### src/rtl/tdm_serializer.sv
// ---------------------------------------------------------------------------
// tdm_serializer
//   Parallel-to-TDM serializer for the DAC output path. Whole frames of
//   CHANNELS x WORD_W samples arrive over a valid/ready handshake into a
//   shadow buffer. At each frame boundary the shadow is promoted to the
//   active frame, and the active frame is sent MSB-first, one bit per
//   bclk_en strobe, with a frame sync that is high for the first FS_LEN bits.
//   If no new frame is available at a boundary, the previous frame is
//   repeated and retrans_incr pulses.
//
//   Handshake: a frame is transferred on every clk edge where
//   in_valid && in_ready. in_ready is high exactly when the shadow buffer is
//   empty. While in_ready is low, in_valid and pdata are ignored, so the
//   source must hold them until the transfer.
//
// Parameters
//   CHANNELS  TDM slots per frame (1..16)
//   WORD_W    bits per slot (8..32)
//   FS_LEN    fs high time in bits (1..CHANNELS*WORD_W-1)
//
// Ports
//   clk           system clock
//   rst           synchronous reset, active high
//   enable        run serializer; low forces fs/tdmout low and rewinds to bit 0
//   bclk_en       one-clk strobe per TDM bit period
//   in_valid      pdata holds a frame
//   in_ready      shadow buffer empty
//   pdata         frame; channel n = pdata[n*WORD_W +: WORD_W]
//   chan_mute     per-slot mute, 1 = slot driven as 0 (TDM_CHMUTE_EN only)
//   fs            TDM frame sync
//   tdmout        TDM serial data
//   frame_start   1-clk pulse when bit 0 of a frame is driven
//   retrans_incr  1-clk pulse when a frame is repeated because of underrun
//
// Optional feature
//   Define TDM_CHMUTE_EN to add the chan_mute port and per-slot muting.
// ---------------------------------------------------------------------------
module tdm_serializer #(
  parameter int CHANNELS = 8,
  parameter int WORD_W   = 32,
  parameter int FS_LEN   = 128
) (
  input  logic                         clk,
  input  logic                         rst,
  input  logic                         enable,
  input  logic                         bclk_en,
  input  logic                         in_valid,
  output logic                         in_ready,
  input  logic [CHANNELS*WORD_W-1:0]   pdata,
`ifdef TDM_CHMUTE_EN
  input  logic [CHANNELS-1:0]          chan_mute,
`endif
  output logic                         fs,
  output logic                         tdmout,
  output logic                         frame_start,
  output logic                         retrans_incr
);

  localparam int FRAME_BITS = CHANNELS * WORD_W;
  localparam int CNT_W      = $clog2(FRAME_BITS);
  localparam int SLOT_W     = (CHANNELS > 1) ? $clog2(CHANNELS) : 1;
  localparam int BPOS_W     = $clog2(WORD_W);

  localparam logic [CNT_W-1:0]  LAST_BIT = CNT_W'(FRAME_BITS - 1);
  localparam logic [CNT_W-1:0]  FS_LIMIT = CNT_W'(FS_LEN);
  localparam logic [CNT_W-1:0]  WORD_W_C = CNT_W'(WORD_W);
  localparam logic [BPOS_W-1:0] WORD_MSB = BPOS_W'(WORD_W - 1);

  // Position within the frame. slot_q/bpos_q track bit_cnt_q
  // (slot = bit_cnt / WORD_W, bpos = WORD_W-1 - bit_cnt % WORD_W) so no
  // divider is needed when WORD_W is not a power of two.
  logic [CNT_W-1:0]      bit_cnt_q;
  logic [SLOT_W-1:0]     slot_q;
  logic [BPOS_W-1:0]     bpos_q;

  logic [FRAME_BITS-1:0] shadow_q;
  logic                  shadow_valid_q;
  // Active frame. Bits are picked by index rather than shifted out, so this
  // register still holds the whole frame at the end and serves directly as
  // the copy that is repeated on underrun.
  logic [FRAME_BITS-1:0] frame_q;

  logic                  fs_q;
  logic                  tdm_q;
  logic                  frame_start_q;
  logic                  retrans_q;

  logic                  strobe;
  logic                  boundary;
  logic                  accept;
  logic                  underrun;
  logic [FRAME_BITS-1:0] frame_src;
  logic [CNT_W-1:0]      bit_idx;
  logic                  slot_muted;

  assign strobe   = enable && bclk_en;
  assign boundary = strobe && (bit_cnt_q == '0);
  assign in_ready = !shadow_valid_q;
  assign accept   = in_valid && in_ready;

  // Frame that supplies the bit emitted on this strobe. At a boundary the
  // incoming frame is used directly so its first bit appears one clk after
  // the boundary strobe, whether it comes from the shadow or bypasses it.
  always_comb begin
    frame_src = frame_q;
    underrun  = 1'b0;
    if (boundary) begin
      if (shadow_valid_q) begin
        frame_src = shadow_q;
      end else if (accept) begin
        frame_src = pdata;
      end else begin
        underrun = 1'b1;
      end
    end
  end

  assign bit_idx = (CNT_W'(slot_q) * WORD_W_C) + CNT_W'(bpos_q);

`ifdef TDM_CHMUTE_EN
  assign slot_muted = chan_mute[slot_q];
`else
  assign slot_muted = 1'b0;
`endif

  always_ff @(posedge clk) begin
    if (rst) begin
      bit_cnt_q      <= '0;
      slot_q         <= '0;
      bpos_q         <= WORD_MSB;
      shadow_q       <= '0;
      shadow_valid_q <= 1'b0;
      frame_q        <= '0;
      fs_q           <= 1'b0;
      tdm_q          <= 1'b0;
      frame_start_q  <= 1'b0;
      retrans_q      <= 1'b0;
    end else begin
      frame_start_q <= 1'b0;
      retrans_q     <= 1'b0;

      // Bit engine. Disable has priority over a coincident strobe.
      if (!enable) begin
        bit_cnt_q <= '0;
        slot_q    <= '0;
        bpos_q    <= WORD_MSB;
        fs_q      <= 1'b0;
        tdm_q     <= 1'b0;
      end else if (strobe) begin
        fs_q          <= (bit_cnt_q < FS_LIMIT);
        tdm_q         <= frame_src[bit_idx] & ~slot_muted;
        frame_start_q <= boundary;
        retrans_q     <= underrun;
        if (bit_cnt_q == LAST_BIT) begin
          bit_cnt_q <= '0;
          slot_q    <= '0;
          bpos_q    <= WORD_MSB;
        end else begin
          bit_cnt_q <= bit_cnt_q + 1'b1;
          if (bpos_q == '0) begin
            slot_q <= slot_q + 1'b1;
            bpos_q <= WORD_MSB;
          end else begin
            bpos_q <= bpos_q - 1'b1;
          end
        end
      end

      // Buffering. A boundary always empties the shadow; on underrun
      // frame_src equals frame_q, so the active frame is simply kept.
      if (boundary) begin
        frame_q        <= frame_src;
        shadow_valid_q <= 1'b0;
      end else if (accept) begin
        shadow_q       <= pdata;
        shadow_valid_q <= 1'b1;
      end
    end
  end

  assign fs           = fs_q;
  assign tdmout       = tdm_q;
  assign frame_start  = frame_start_q;
  assign retrans_incr = retrans_q;

endmodule

### config.mk
export PLATFORM = sky130hd
export DESIGN_NAME = tdm_serializer
export DESIGN_NICKNAME = d
export VERILOG_FILES = /design/src/rtl/tdm_serializer.sv
export SDC_FILE = /design/constraint.sdc
export NUM_CORES = 1
export LEC_CHECK = 0
export ABC_AREA = 1
export BUFFER_PORTS_ARGS = -buffer_cell sky130_fd_sc_hd__buf_2
export CORE_MARGIN = 2
export CORE_UTILIZATION = 39
export CTS_BUF_LIST = sky130_fd_sc_hd__clkbuf_4
export DETAILED_ROUTE_END_ITERATION = 8
export GPL_TIMING_DRIVEN = 0
export PLACE_DENSITY = 0.55
export SYNTH_ARGS = -nofsm -noshare
export SYNTH_HDL_FRONTEND = slang
export SYNTH_SLANG_ARGS = --single-unit
### constraint.sdc
create_clock -name clk -period 7.4 [get_ports clk]
set_clock_uncertainty 0.2 [all_clocks]
set_input_delay 0.37 -clock clk [delete_from_list [all_inputs] [get_ports clk]]
set_output_delay 0.37 -clock clk [all_outputs]
set_load 0.02 [all_outputs]
==> summary.md <==
| Metric | Value |
|---|---|
| Setup TNS | 0 ns |
| Global placement routability congestion | 1.02 |
| DP HPWL | slightly below 100000 um |
| Worst hold-check path type | input port to register |
| Post-synth top area cell | dfxtp_1 |
| Failing checks | capacitance limit, slew limit |
| RSZ-0062 raised after global routing | no |
| Peak Freq | 221 MHz |
| Slew @ Worst Pin | 1.68 ns |
| Critical Path Slowest Stage Cell | buf_1 |
| Status | finished with violations |
| Max_cap viols | 3 |
| Power, Total | a little under 8 mW |
| Routed WL | 151000 um |
| Vias in the first global route | around 31000 |
| Most Frequent Cell on Critical Path | nand3_1 |
| Core area | about 65000 sq um |
| Main synth FF type | dfxtp_1 |
| Chip width | 260 um |
| Tmin final | 4.52 ns |
| CTS tree | done |
| Fin. max-slew vios | 33 |
| Ports | ~270 |
| Top-count cell post-synth | nand2_1 |
| DR WL/cell | 25.8 um |
| Met2 GRT Util | 0.649 |
| Synthesized instance count | slightly below 4000 |
| TritonCTS Buffers | 155 |
| Final Cycle Share | 0.611 |
| Fraction of layout cells with a size suffix above 1 | 0.122 |
| Remaining DRCs | 0 |
| Maximum buffer depth of the clock tree | 3 |
| Post-synth design cell area | 25500 sq um |
| Cell variety after synth | 29 |
| Die Y | 260 um |
| Post-synth top cells | 1292 x nand2_1, 651 x nand3_1, 533 x dfxtp_1, 333 x a21oi_1, 261 x nor2_1 |
| Fin. Hold Viols | 0 |
| Utilization after layout | 0.546 |
| Number of port buffers | about 260 |
| Top post-synthesis cells by area | dfxtp_1 42%, nand2_1 19%, nand3_1 13% |
| # resized after CTS | 0 |
| Initial core utilization | 0.395 |
| Met3 Resource Use GR | 0.117 |
| Avg Inst Size Synth | 6.53 sq um |
| Syn Nets | 4172 |
| Via/cell ratio | 5.77 |
| Clock-pin slew on the worst setup and hold paths | 0.07 ns |
| CP max FO | 10 |
| First-pass GRT wire length | 209000 um |
| Worst-path cell chain | inv_2 -> clkbuf_1 -> buf_1 -> o22ai_1 -> nand2_1 -> nand3_1 -> nand3_1 -> nand3_1 -> nand2_1 -> nand3_1 -> nand3_1 -> nand3_1 -> nand2_1 -> nand2_1 -> nand3_1 -> nand2_1 -> inv_1 |
| Iter 0 DRT Violations | 5272 |
| Seq/Total Area, Yosys | 0.418 |
| Fin nets | 5125 |
| 1st-pass router iterations | 9 |
| Post-synth EDFFs | 0 |
| Max-slew headroom | -0.119 |
| Pre-CTS setup slack | 3.21 ns |
| Gr busiest metal | met2 |
| Fin worst setup slack | 2.88 ns |
| Worst hold slack | roughly 0.050 ns |
| Critical Path End Type | register |
| CP Data Arrival Time | about 5.3 ns |
| Largest net degree at the start of global routing | 17 |
| Latest clock arrival within the worst-skew pair | 1.09 ns |
| CP required | 8.22 ns |
| Synth Register Bits | 533 |
| PD cells | 224 nW/um^2 |
| Clk root buf | clkbuf_4 |
| Final setup violation count | 0 |
| Die area | 67500 sq um |
| # fillers | 6630 |
| M1 GR Usage | 0.549 |
| Leakage power | 15.3 nW |
| ANT nets after route | 0 |
| Sink Count | around 530 |
| Num rows | 93 |
| Startpoint types | register |
| Synth top area share | 0.418 |
| Async S/R FF share, synth | 0 |
| Yosys warns | 0 |
| VDD IR max | 158 uV |
| Vias post-DR | 33600 |
| Crit path largest cell delay | 1.28 ns |
| Setup CP Type | register to register |
| Hold-fix buffers, CTS | about 530 |
| Grt ovf | 0 |
| Setup bufs post-CTS | 0 |
| GRT Total Usage | 0.434 |
| Initial antenna violation count | 5 |
| H-tree depth | 4 |
| Area Overhead vs Synth | 38.3% |
[final cells by class]
cell class	count	area, sq um	share of cell area
Timing Repair Buffer	796	6650	0.188
Clock buffer	223	1670	0.0475
Tap cell	855	1070	0.0303
Clock inverter	37	354	0.0100
Antenna cell	8	20.0	0.000567
Inverter	248	931	0.0264
Buffer	311	1390	0.0394
Multi-Input combinational cell	2815	12500	0.355
Sequential cell	533	10700	0.302
[cells by family (layout without fill, tap and decap cells)]
kind of cell / count (synthesis) / in the layout / synth area share
and+or+nand+nor: 2219 / 2219 / 0.360
AOI/OAI and AO/OA: 589 / 589 / 0.128
buffers and inverters: 559 / 1615 / 0.0910
DFF: 533 / 533 / 0.418
adders and majority gates: 4 / 4 / 0.00196
xor gates and xnor gates: 3 / 3 / 0.00103
other: 0 / 8 / 0
[critical path: cells and delay by family (launching register included)]
family	cells	cell delay, ns
AOI/OAI and AO/OA	1	0.43
buffers and inverters	4	1.91
DFF	1	0.33
and+or+nand+nor	12	1.58
[layout by cell type (no fill, tap or decap), types with 7 or more instances in the layout]
master / Yosys / routed
a21oi_1: 333 / 333
buf_1: 56 / 56
dlygate4sd3_1: 0 / 532
o21ai_0: 19 / 19
diode_2: 0 / 8
clkinv_1: 3 / 26
nand2_1: 1292 / 1292
buf_2: 68 / 332
o211ai_1: 12 / 12
dfxtp_1: 533 / 533
clkbuf_1: 159 / 159
inv_2: 4 / 8
clkbuf_4: 0 / 223
o22ai_1: 216 / 216
nand3_1: 651 / 651
nor2_1: 261 / 261
inv_1: 241 / 241
buf_6: 9 / 9
buf_4: 19 / 19
bufinv_16: 0 / 8
o21ai_1: 7 / 7
[through the flow]
step / std cells / instance area [sq um]
3_3_place_gp: 5026 / 27900
6_report: 5826 / 35300
5_1_grt: 5825 / 35300
3_5_place_dp: 5026 / 27900
4_1_cts: 5818 / 35300
2_1_floorplan: 3907 / 25500
[per-layer routing]
metal | share of wire | wire length [um]
met5 | 0 | 0
met4 | 0.073 | 11000
met3 | 0.13 | 19300
met2 | 0.42 | 63000
met1 | 0.38 | 57300
[path summary, 6_finish.rpt]
path	from	to	slack [ns]	cells after the start
hold reg to reg	shadow_q[208]$_SDFFE_PP0P_	shadow_q[208]$_SDFFE_PP0P_	0.26	2
setup reg to reg	shadow_valid_q$_SDFFE_PP0N_	tdmout$_SDFFE_PP0P_	2.88	17
setup / recovery	shadow_valid_q$_SDFFE_PP0N_	tdmout$_SDFFE_PP0P_	2.88	17
hold / removal	pdata[27]	frame_q[27]$_SDFFE_PP0N_	0.05	6
[where the power goes]
group / leakage (nW) / switching [mW] / internal (mW)
Sequential: 4.36 / 0.0756 / 3.04
Clock: 1.20 / 1.43 / 1.65
Combinational: 9.73 / 1.12 / 0.573
Total: 15.3 / 2.63 / 5.26
[registers in the layout, indices dropped and copies added (netlist names)]
signal	cells
slot_q	3
bpos_q	5
shadow_q	256
shadow_valid_q	1
bit_cnt_q	8
tdmout	1
retrans_incr	1
fs	1
frame_q	256
frame_start	1
(Power assumes the default switching activity.)
